$ cat config.mk
export PLATFORM = sky130hd
export DESIGN_NAME = riscv_cache_repl_unit
export DESIGN_NICKNAME = d
export VERILOG_FILES = /design/src/rtl/riscv_cache_types_pkg.sv /design/src/rtl/riscv_lfsr16.sv /design/src/rtl/riscv_cache_repl_unit.sv
export SDC_FILE = /design/constraint.sdc
export NUM_CORES = 1
export LEC_CHECK = 0
export ABC_AREA = 1
export BUFFER_PORTS_ARGS = -buffer_cell sky130_fd_sc_hd__buf_2
export CAP_MARGIN = 20
export CORE_MARGIN = 4
export CORE_UTILIZATION = 39
export DETAILED_ROUTE_END_ITERATION = 10
export PLACE_DENSITY = 0.85
export SLEW_MARGIN = 20
export SYNTH_ARGS = -nofsm -noshare
export SYNTH_HDL_FRONTEND = slang
export SYNTH_SLANG_ARGS = --single-unit
$ cat constraint.sdc
create_clock -name clk_i -period 2.4 [get_ports clk_i]
set_input_delay 0.24 -clock clk_i [delete_from_list [all_inputs] [get_ports clk_i]]
set_output_delay 0.24 -clock clk_i [all_outputs]
set_load 0.01 [all_outputs]
$ cat src/rtl/riscv_cache_types_pkg.sv
// Shared cache types: replacement policy encoding, replacement config/stats records
// and tree-PLRU helpers sized for up to 16 ways.
package riscv_cache_types_pkg;

   typedef enum logic [1:0] {
      POL_LRU    = 2'd0,
      POL_RANDOM = 2'd1,
      POL_FIFO   = 2'd2,
      POL_PLRU   = 2'd3
   } replacement_policy_e;

   localparam int unsigned PLRU_MAX_W   = 15;
   localparam int unsigned PLRU_MAX_LVL = 4;
   localparam logic [15:0] LFSR_SEED    = 16'hACE1;

   typedef struct packed {
      logic [31:0] ways;
      logic [31:0] sets;
   } repl_cfg_t;

   typedef struct packed {
      logic [31:0] victims;
      logic [31:0] inv_picks;
   } repl_stats_t;

   function automatic int unsigned plru_levels(input int unsigned ways);
      int unsigned lv;
      lv = 0;
      for (int unsigned l = 0; l < PLRU_MAX_LVL; l++) begin
         if ((32'd2 << l) <= ways) lv = l + 1;
      end
      return lv;
   endfunction

   // Heap-ordered tree: node n has children 2n+1 (left) and 2n+2 (right); bit 1 = go right.
   function automatic logic [3:0] plru_victim(input logic [PLRU_MAX_W-1:0] bits,
                                              input int unsigned ways);
      logic [3:0] node;
      logic [3:0] way;
      int unsigned lv;
      node = '0;
      way  = '0;
      lv   = plru_levels(ways);
      for (int unsigned l = 0; l < PLRU_MAX_LVL; l++) begin
         if (l < lv) begin
            way  = {way[2:0], bits[node]};
            node = {node[2:0], 1'b0} + 4'd1 + {3'b000, bits[node]};
         end
      end
      return way;
   endfunction

   function automatic logic [PLRU_MAX_W-1:0] plru_update(input logic [PLRU_MAX_W-1:0] bits,
                                                         input logic [3:0] way,
                                                         input int unsigned ways);
      logic [PLRU_MAX_W-1:0] r;
      logic [3:0] node;
      logic b;
      int unsigned lv;
      r    = bits;
      node = '0;
      lv   = plru_levels(ways);
      for (int unsigned l = 0; l < PLRU_MAX_LVL; l++) begin
         if (l < lv) begin
            b       = way[2'(lv - 1 - l)];
            r[node] = ~b;
            node    = {node[2:0], 1'b0} + 4'd1 + {3'b000, b};
         end
      end
      return r;
   endfunction

endpackage

$ cat src/rtl/riscv_lfsr16.sv
// 16-bit Fibonacci LFSR, polynomial x^16+x^14+x^13+x^11, loaded with seed_i on reset.
module riscv_lfsr16 (
   input  logic        clk_i,
   input  logic        rst_ni,
   input  logic        enable_i,
   input  logic [15:0] seed_i,
   output logic [15:0] q_o
);

   logic feedback;

   assign feedback = q_o[0] ^ q_o[2] ^ q_o[3] ^ q_o[5];

   always_ff @(posedge clk_i or negedge rst_ni) begin
      if (!rst_ni)       q_o <= seed_i;
      else if (enable_i) q_o <= {feedback, q_o[15:1]};
   end

endmodule

$ cat src/rtl/riscv_cache_repl_unit.sv
// N-way victim selection with run-time LRU/RANDOM/FIFO/PLRU and a set-by-set init sweep.
// Optional victim statistics counters when RISCV_CACHE_REPL_STATS_EN is defined.
module riscv_cache_repl_unit
   import riscv_cache_types_pkg::*;
#(
   parameter  int unsigned WAYS  = 4,
   parameter  int unsigned SETS  = 64,
   localparam int unsigned SET_W = $clog2(SETS),
   localparam int unsigned WAY_W = $clog2(WAYS)
) (
   input  logic                clk_i,
   input  logic                rst_ni,
   input  replacement_policy_e policy_i,
   input  logic                flush_i,
   output logic                init_busy_o,
   input  logic                touch_valid_i,
   input  logic [SET_W-1:0]    touch_set_i,
   input  logic [WAY_W-1:0]    touch_way_i,
   input  logic                fill_valid_i,
   input  logic [SET_W-1:0]    fill_set_i,
   input  logic [WAY_W-1:0]    fill_way_i,
   input  logic                victim_req_i,
   output logic                victim_ready_o,
   input  logic [SET_W-1:0]    victim_set_i,
   input  logic [WAYS-1:0]     valid_ways_i,
   output logic                victim_valid_o,
   output logic [WAY_W-1:0]    victim_way_o,
   output logic [31:0]         stats_victims_o,
   output logic [31:0]         stats_inv_pick_o
);

   localparam repl_cfg_t        CFG      = '{ways: 32'(WAYS), sets: 32'(SETS)};
   localparam int unsigned      PLRU_W   = CFG.ways - 1;
   localparam logic [SET_W-1:0] LAST_SET = SET_W'(CFG.sets - 1);

   typedef logic [WAYS-1:0][WAY_W-1:0] ages_t;
   typedef enum logic {ST_SWEEP, ST_IDLE} sweep_state_e;

   sweep_state_e        state_q, state_d;
   logic [SET_W-1:0]    sweep_set_q, sweep_set_d;
   replacement_policy_e policy_q, policy_d;
   logic                boot_q;
   logic                restart;
   logic                accept;
   logic [15:0]         lfsr_q;
   logic                unused_lfsr;

   ages_t               lru_q  [SETS];
   logic [PLRU_W-1:0]   plru_q [SETS];
   logic [WAY_W-1:0]    fifo_q [SETS];

   ages_t               lru_init, lru_row, t_lru, f_lru;
   logic [PLRU_W-1:0]   t_plru, f_plru;
   logic [WAY_W-1:0]    f_fifo;
   logic                same_set;
   logic                inv_any;
   logic [WAY_W-1:0]    inv_way, lru_way, pol_way, victim_way_c;

   function automatic ages_t lru_touch(input ages_t a, input logic [WAY_W-1:0] w);
      ages_t r;
      r = a;
      for (int unsigned i = 0; i < WAYS; i++) begin
         if (a[WAY_W'(i)] < a[w]) r[WAY_W'(i)] = a[WAY_W'(i)] + WAY_W'(1);
      end
      r[w] = '0;
      return r;
   endfunction

   function automatic logic [PLRU_W-1:0] plru_touch(input logic [PLRU_W-1:0] b,
                                                    input logic [WAY_W-1:0]  w);
      return PLRU_W'(plru_update(PLRU_MAX_W'(b), 4'(w), WAYS));
   endfunction

   riscv_lfsr16 u_lfsr (
      .clk_i    (clk_i),
      .rst_ni   (rst_ni),
      .enable_i (1'b1),
      .seed_i   (LFSR_SEED),
      .q_o      (lfsr_q)
   );

   assign unused_lfsr    = ^lfsr_q[15:WAY_W];
   assign init_busy_o    = (state_q == ST_SWEEP);
   assign victim_ready_o = ~init_busy_o;
   assign accept         = victim_req_i & victim_ready_o;

   // Sweep control; the first cycle after reset only captures policy_i.
   always_ff @(posedge clk_i or negedge rst_ni) begin
      if (!rst_ni) begin
         state_q     <= ST_SWEEP;
         sweep_set_q <= '0;
         policy_q    <= POL_LRU;
         boot_q      <= 1'b1;
      end else begin
         state_q     <= state_d;
         sweep_set_q <= sweep_set_d;
         policy_q    <= policy_d;
         boot_q      <= 1'b0;
      end
   end

   always_comb begin
      state_d     = state_q;
      sweep_set_d = sweep_set_q;
      policy_d    = policy_q;
      restart     = 1'b0;
      if (boot_q) begin
         policy_d = policy_i;
      end else if (flush_i || (policy_i != policy_q)) begin
         restart  = 1'b1;
         policy_d = policy_i;
      end
      unique case (state_q)
         ST_SWEEP: begin
            if (restart) begin
               sweep_set_d = '0;
            end else if (sweep_set_q == LAST_SET) begin
               state_d     = ST_IDLE;
               sweep_set_d = '0;
            end else begin
               sweep_set_d = sweep_set_q + SET_W'(1);
            end
         end
         ST_IDLE: begin
            if (restart) begin
               state_d     = ST_SWEEP;
               sweep_set_d = '0;
            end
         end
         default: state_d = ST_SWEEP;
      endcase
   end

   // Victim selection reads the stored state only (no same-cycle bypass).
   always_comb begin
      lru_row = lru_q[victim_set_i];
      inv_any = 1'b0;
      inv_way = '0;
      lru_way = '0;
      pol_way = '0;
      for (int i = int'(WAYS) - 1; i >= 0; i--) begin
         if (!valid_ways_i[WAY_W'(i)]) begin
            inv_any = 1'b1;
            inv_way = WAY_W'(i);
         end
      end
      for (int unsigned i = 0; i < WAYS; i++) begin
         if (lru_row[WAY_W'(i)] == WAY_W'(WAYS - 1)) lru_way = WAY_W'(i);
      end
      unique case (policy_q)
         POL_LRU:    pol_way = lru_way;
         POL_PLRU:   pol_way = WAY_W'(plru_victim(PLRU_MAX_W'(plru_q[victim_set_i]), WAYS));
         POL_FIFO:   pol_way = fifo_q[victim_set_i];
         POL_RANDOM: pol_way = lfsr_q[WAY_W-1:0];
         default:    pol_way = '0;
      endcase
      victim_way_c = inv_any ? inv_way : pol_way;
   end

   // Touch is applied first; a fill to the same set builds on the touched row.
   always_comb begin
      for (int unsigned i = 0; i < WAYS; i++) lru_init[WAY_W'(i)] = WAY_W'(i);
      same_set = touch_valid_i && (touch_set_i == fill_set_i);
      t_lru    = lru_touch(lru_q[touch_set_i], touch_way_i);
      t_plru   = plru_touch(plru_q[touch_set_i], touch_way_i);
      f_lru    = lru_touch(same_set ? t_lru : lru_q[fill_set_i], fill_way_i);
      f_plru   = plru_touch(same_set ? t_plru : plru_q[fill_set_i], fill_way_i);
      f_fifo   = fill_way_i + WAY_W'(1);
   end

   always_ff @(posedge clk_i) begin
      if (init_busy_o) begin
         lru_q[sweep_set_q]  <= lru_init;
         plru_q[sweep_set_q] <= '0;
         fifo_q[sweep_set_q] <= '0;
      end else begin
         if (touch_valid_i) begin
            if (policy_q == POL_LRU)  lru_q[touch_set_i]  <= t_lru;
            if (policy_q == POL_PLRU) plru_q[touch_set_i] <= t_plru;
         end
         if (fill_valid_i) begin
            if (policy_q == POL_LRU)  lru_q[fill_set_i]  <= f_lru;
            if (policy_q == POL_PLRU) plru_q[fill_set_i] <= f_plru;
            if (policy_q == POL_FIFO) fifo_q[fill_set_i] <= f_fifo;
         end
      end
   end

   always_ff @(posedge clk_i or negedge rst_ni) begin
      if (!rst_ni) begin
         victim_valid_o <= 1'b0;
         victim_way_o   <= '0;
      end else begin
         victim_valid_o <= accept;
         if (accept) victim_way_o <= victim_way_c;
      end
   end

`ifdef RISCV_CACHE_REPL_STATS_EN
   repl_stats_t stats_q;

   // Saturating counters; a flush clears them, a policy change does not.
   always_ff @(posedge clk_i or negedge rst_ni) begin
      if (!rst_ni) begin
         stats_q <= '0;
      end else if (flush_i) begin
         stats_q <= '0;
      end else if (accept) begin
         if (stats_q.victims != '1) stats_q.victims <= stats_q.victims + 32'd1;
         if (inv_any && (stats_q.inv_picks != '1)) stats_q.inv_picks <= stats_q.inv_picks + 32'd1;
      end
   end

   assign stats_victims_o  = stats_q.victims;
   assign stats_inv_pick_o = stats_q.inv_picks;
`else
   assign stats_victims_o  = 32'h0;
   assign stats_inv_pick_o = 32'h0;
`endif

endmodule

==> impl_results.html <==
<table>
<tr><th>Metric</th><th>Value</th></tr>
<tr><th colspan="2">Global routing</th></tr>
<tr><td>Largest net degree at the start of global routing</td><td>13</td></tr>
<tr><td>Overall Global Routing Usage</td><td>0.0774</td></tr>
<tr><td>Grt ovf</td><td>0</td></tr>
<tr><td>Vias in the first global route</td><td>531</td></tr>
<tr><td>Antenna violations before repair</td><td>0</td></tr>
<tr><td>First-pass GRT wire length</td><td>2170 um</td></tr>
<tr><th colspan="2">Clocking</th></tr>
<tr><td>Clock Path Buffers</td><td>2</td></tr>
<tr><td>Count of H-tree levels built during CTS</td><td>1</td></tr>
<tr><td>CTS Root Cell</td><td>clkbuf_4</td></tr>
<tr><td>Clock latency on the worst-skew pair</td><td>0.26 ns</td></tr>
<tr><td>Number of CTS-inserted buffers</td><td>3</td></tr>
<tr><td>Clk slew on worst S/H paths</td><td>0.07 ns</td></tr>
<tr><td>CTS tree</td><td>yes</td></tr>
<tr><td>Clock sink count</td><td>12</td></tr>
<tr><td>Post-CTS sizing</td><td>0</td></tr>
<tr><td>Setup Fix Bufs, Post-CTS</td><td>0</td></tr>
<tr><th colspan="2">Final layout</th></tr>
<tr><td>Most common cell after layout, fill and taps aside</td><td>conb_1</td></tr>
<tr><td>Layout cells sized above 1</td><td>0.135</td></tr>
<tr><td>Area Overhead vs Synth</td><td>-11.2%</td></tr>
<tr><td>Post-layout nets</td><td>191</td></tr>
<tr><td>Layout fillers</td><td>261</td></tr>
<tr><td>Area of the multi-input gates</td><td>480 um2</td></tr>
<tr><td>Commonest cells after routing, fill and taps aside</td><td>conb_1, nand2_1, inv_1</td></tr>
<tr><td>Reg area</td><td>302 um2</td></tr>
<tr><td># diodes</td><td>0</td></tr>
<tr><th colspan="2">Routing</th></tr>
<tr><td>Detailed router's first-iteration violation count</td><td>4</td></tr>
<tr><td>DRC violation count after routing</td><td>0</td></tr>
<tr><td>Antenna violation net count after detailed routing</td><td>0</td></tr>
<tr><td>Final wirelength</td><td>1570 um</td></tr>
<tr><td>Number of vias per cell</td><td>3.62</td></tr>
<tr><td>Total iterations of the first detailed-routing run</td><td>4</td></tr>
<tr><td>Routed vias</td><td>669</td></tr>
<tr><td>Routed wire length per instance</td><td>8.49 um</td></tr>
<tr><th colspan="2">STA</th></tr>
<tr><td>Post-route worst setup slack</td><td>1.04 ns</td></tr>
<tr><td>Count of final setup violators</td><td>0</td></tr>
<tr><td>Shortest period the worst path allows</td><td>1.36 ns</td></tr>
<tr><td>Final worst clock skew</td><td>0.00194 ns</td></tr>
<tr><td>Achievable clock frequency</td><td>735 MHz</td></tr>
<tr><td>Final hold violation count</td><td>0</td></tr>
<tr><td>Number of max-slew violations in the final report</td><td>0</td></tr>
<tr><td>Summed negative setup slack over all endpoints</td><td>0 ns</td></tr>
<tr><td>Final Cycle Share</td><td>0.567</td></tr>
<tr><td>RSZ-0062 raised after global routing</td><td>false</td></tr>
<tr><th colspan="2">Place</th></tr>
<tr><td>Setup slack after placement</td><td>1.19 ns</td></tr>
<tr><td>Port Buf Inserts</td><td>10</td></tr>
<tr><td>Final GP Congestion</td><td>0.863</td></tr>
<tr><td>Half-perimeter wire length after placement</td><td>1340 um</td></tr>
<tr><th colspan="2">Synthesis</th></tr>
<tr><td>Dominant combinational cell family by area after synthesis</td><td>buffers and inverters</td></tr>
<tr><td>Distinct cell type count of the synthesized netlist</td><td>20</td></tr>
<tr><td>Post-synthesis adder-cell area fraction</td><td>0.0115</td></tr>
<tr><td>Library cell with the largest summed area after synthesis</td><td>buf_4</td></tr>
<tr><td>Fraction of the mapped netlist area in compound gates</td><td>0.0333</td></tr>
<tr><td>Synth Cell Area</td><td>0.00109 mm2</td></tr>
<tr><td>Post-synthesis share of cell area spent on and, or, nand and nor gates</td><td>0.153</td></tr>
<tr><td>Post-Synthesis Cells</td><td>143</td></tr>
<tr><td>FFs w/ async S/R, synth</td><td>1.00</td></tr>
<tr><td>Top post-synthesis cells by area</td><td>buf_4, dfrtp_1, nand2_1, inv_1, dfstp_2</td></tr>
<tr><td>Xor/xnor share of the synthesized area</td><td>0.0161</td></tr>
<tr><td>Synth Flop Type</td><td>dfrtp_1</td></tr>
<tr><td>Per-instance average area after synthesis</td><td>7.63 um2</td></tr>
<tr><td>Share of Yosys cell area claimed by the top area cell type</td><td>0.447</td></tr>
<tr><td>Flip-flop and latch count after synthesis</td><td>12</td></tr>
<tr><td>Share of synthesized area occupied by flip-flops and latches</td><td>0.276</td></tr>
<tr><td>Post-synthesis mux area share</td><td>0</td></tr>
<tr><td>Number of warnings reported in the yosys synthesis log</td><td>0</td></tr>
<tr><td>Post-synth EDFFs</td><td>0</td></tr>
<tr><th colspan="2">Status</th></tr>
<tr><td>Run status</td><td>completed</td></tr>
<tr><th colspan="2">Setup path</th></tr>
<tr><td>Start-to-end type of the worst setup path</td><td>register to output port</td></tr>
<tr><td>Crit path arrival time</td><td>1.12 ns</td></tr>
<tr><td>Setup crit start kind</td><td>register</td></tr>
<tr><td>Maximum fanout along the worst path</td><td>9</td></tr>
<tr><td>Required time at the endpoint of the critical path</td><td>2.16 ns</td></tr>
<tr><td>Critical Path Sink Type</td><td>output port</td></tr>
<tr><th colspan="2">Floorplan</th></tr>
<tr><td>Initial standard-cell utilization of the core</td><td>0.425</td></tr>
<tr><td>Number of top-level pins</td><td>103</td></tr>
<tr><td>Die Outline Area</td><td>0.00371 mm2</td></tr>
<tr><td>Die extent in x</td><td>60.9 um</td></tr>
<tr><td>Row count</td><td>18</td></tr>
<tr><td>Placeable core area</td><td>0.00257 mm2</td></tr>
<tr><td>Die height</td><td>60.9 um</td></tr>
<tr><th colspan="2">Flow run</th></tr>
<tr><td>Number of max-cap violations</td><td>0</td></tr>
<tr><th colspan="2">Power</th></tr>
<tr><td>Peak ir drop on the vdd network</td><td>0.000317 V</td></tr>
<tr><td>Leakage</td><td>0.608 nW</td></tr>
<tr><td>Power density relative to cell area</td><td>498 mW/mm2</td></tr>
<tr><th colspan="2">Hold path</th></tr>
<tr><td>Worst Hold Class</td><td>input port to register</td></tr>
</table>
## worst max-delay path, cell delays in order (launching register included)
cell and delay [ns]:
dfrtp_1 0.53, inv_1 0.16, buf_2 0.17
## registers in the layout, summed over array words and instances (netlist names)
register and cells:
victim_way_o 1, boot_q 1, victim_ready_o 1, sweep_set_q 6
policy_q 2, victim_valid_o 1
## cell type report
| class | count | share of cell area |
|---|---|---|
| sequential | 12 | 0.311 |
| inverter | 14 | 0.0543 |
| multi-input combinational | 114 | 0.496 |
| tap | 30 | 0.0388 |
| clock buffer | 4 | 0.0375 |
| timing repair buffer | 11 | 0.0620 |
## metal layers
layer | GRT usage | share of wire | vias to the layer above
li1 | - | - | 319
met1 | 0.0884 | 0.33 | 311
met2 | 0.134 | 0.56 | 39
met3 | 0.0128 | 0.11 | 0
met4 | 0.0464 | 0 | 0
met5 | 0 | 0 | -
## path summary, 6_finish.rpt
check,startpoint,to,slack [ns],depth (start not counted)
setup / recovery,victim_ready_o$_DFF_PN0_,init_busy_o,1.04,2
hold / removal,policy_i[0],policy_q[0]$_DFFE_PN0P_,0.11,1
setup reg to reg,sweep_set_q[1]$_DFFE_PN0P_,sweep_set_q[0]$_DFFE_PN0P_,1.16,6
hold reg to reg,victim_way_o[0]$_DFFE_PN0P_,victim_way_o[0]$_DFFE_PN0P_,0.50,2
max in group asynchronous,rst_ni,boot_q$_DFF_PN1_,1.76,2
min in group asynchronous,rst_ni,policy_q[0]$_DFFE_PN0P_,0.37,2
## power by group
group | internal (W) | leakage (nW) | total, W | switching, W
combinational | 0.0000227 | 0.431 | 0.0000975 | 0.0000749
clock | 0.0000921 | 0.0210 | 0.000154 | 0.0000623
sequential | 0.000216 | 0.155 | 0.000231 | 0.0000141
## Yosys cell counts (2+ instances only)
master	count
nor2_1	5
nand2_1	25
dfrtp_1	11
xnor2_1	2
nand3_1	5
nor2_2	2
buf_4	65
a21oi_1	3
inv_1	13
clkbuf_1	2
## timing repair
| action | in CTS | in global routing |
|---|---|---|
| hold buffers | 1 | 0 |
| hold endpoints to repair | 11 | 0 |
| endpoints found under the setup margin | 0 | 0 |
## per-stage QoR
stage                     utilization  hold WS [ns]  cell area (um2)  power, W  std cells
after global placement          0.359         0.128              922  0.000325        180
after global routing            0.377        0.0835              968  0.000523        185
after detailed placement        0.359         0.127              922  0.000328        180
final                           0.377         0.108              968  0.000483        185
after CTS                       0.377        0.0997              968  0.000486        185
after floorplan                     -       -0.0556             1340  0.000387        208
## logic make-up after synthesis
group                    count (synthesis)
AO/OA/AOI/OAI                            6
XOR/XNOR                                 2
adder cells (fa/ha/maj)                  1
buffers and inverters                   82
flip-flops                              12
other                                    1
AND/OR/NAND/NOR                         39
(Power assumes the default switching activity.)
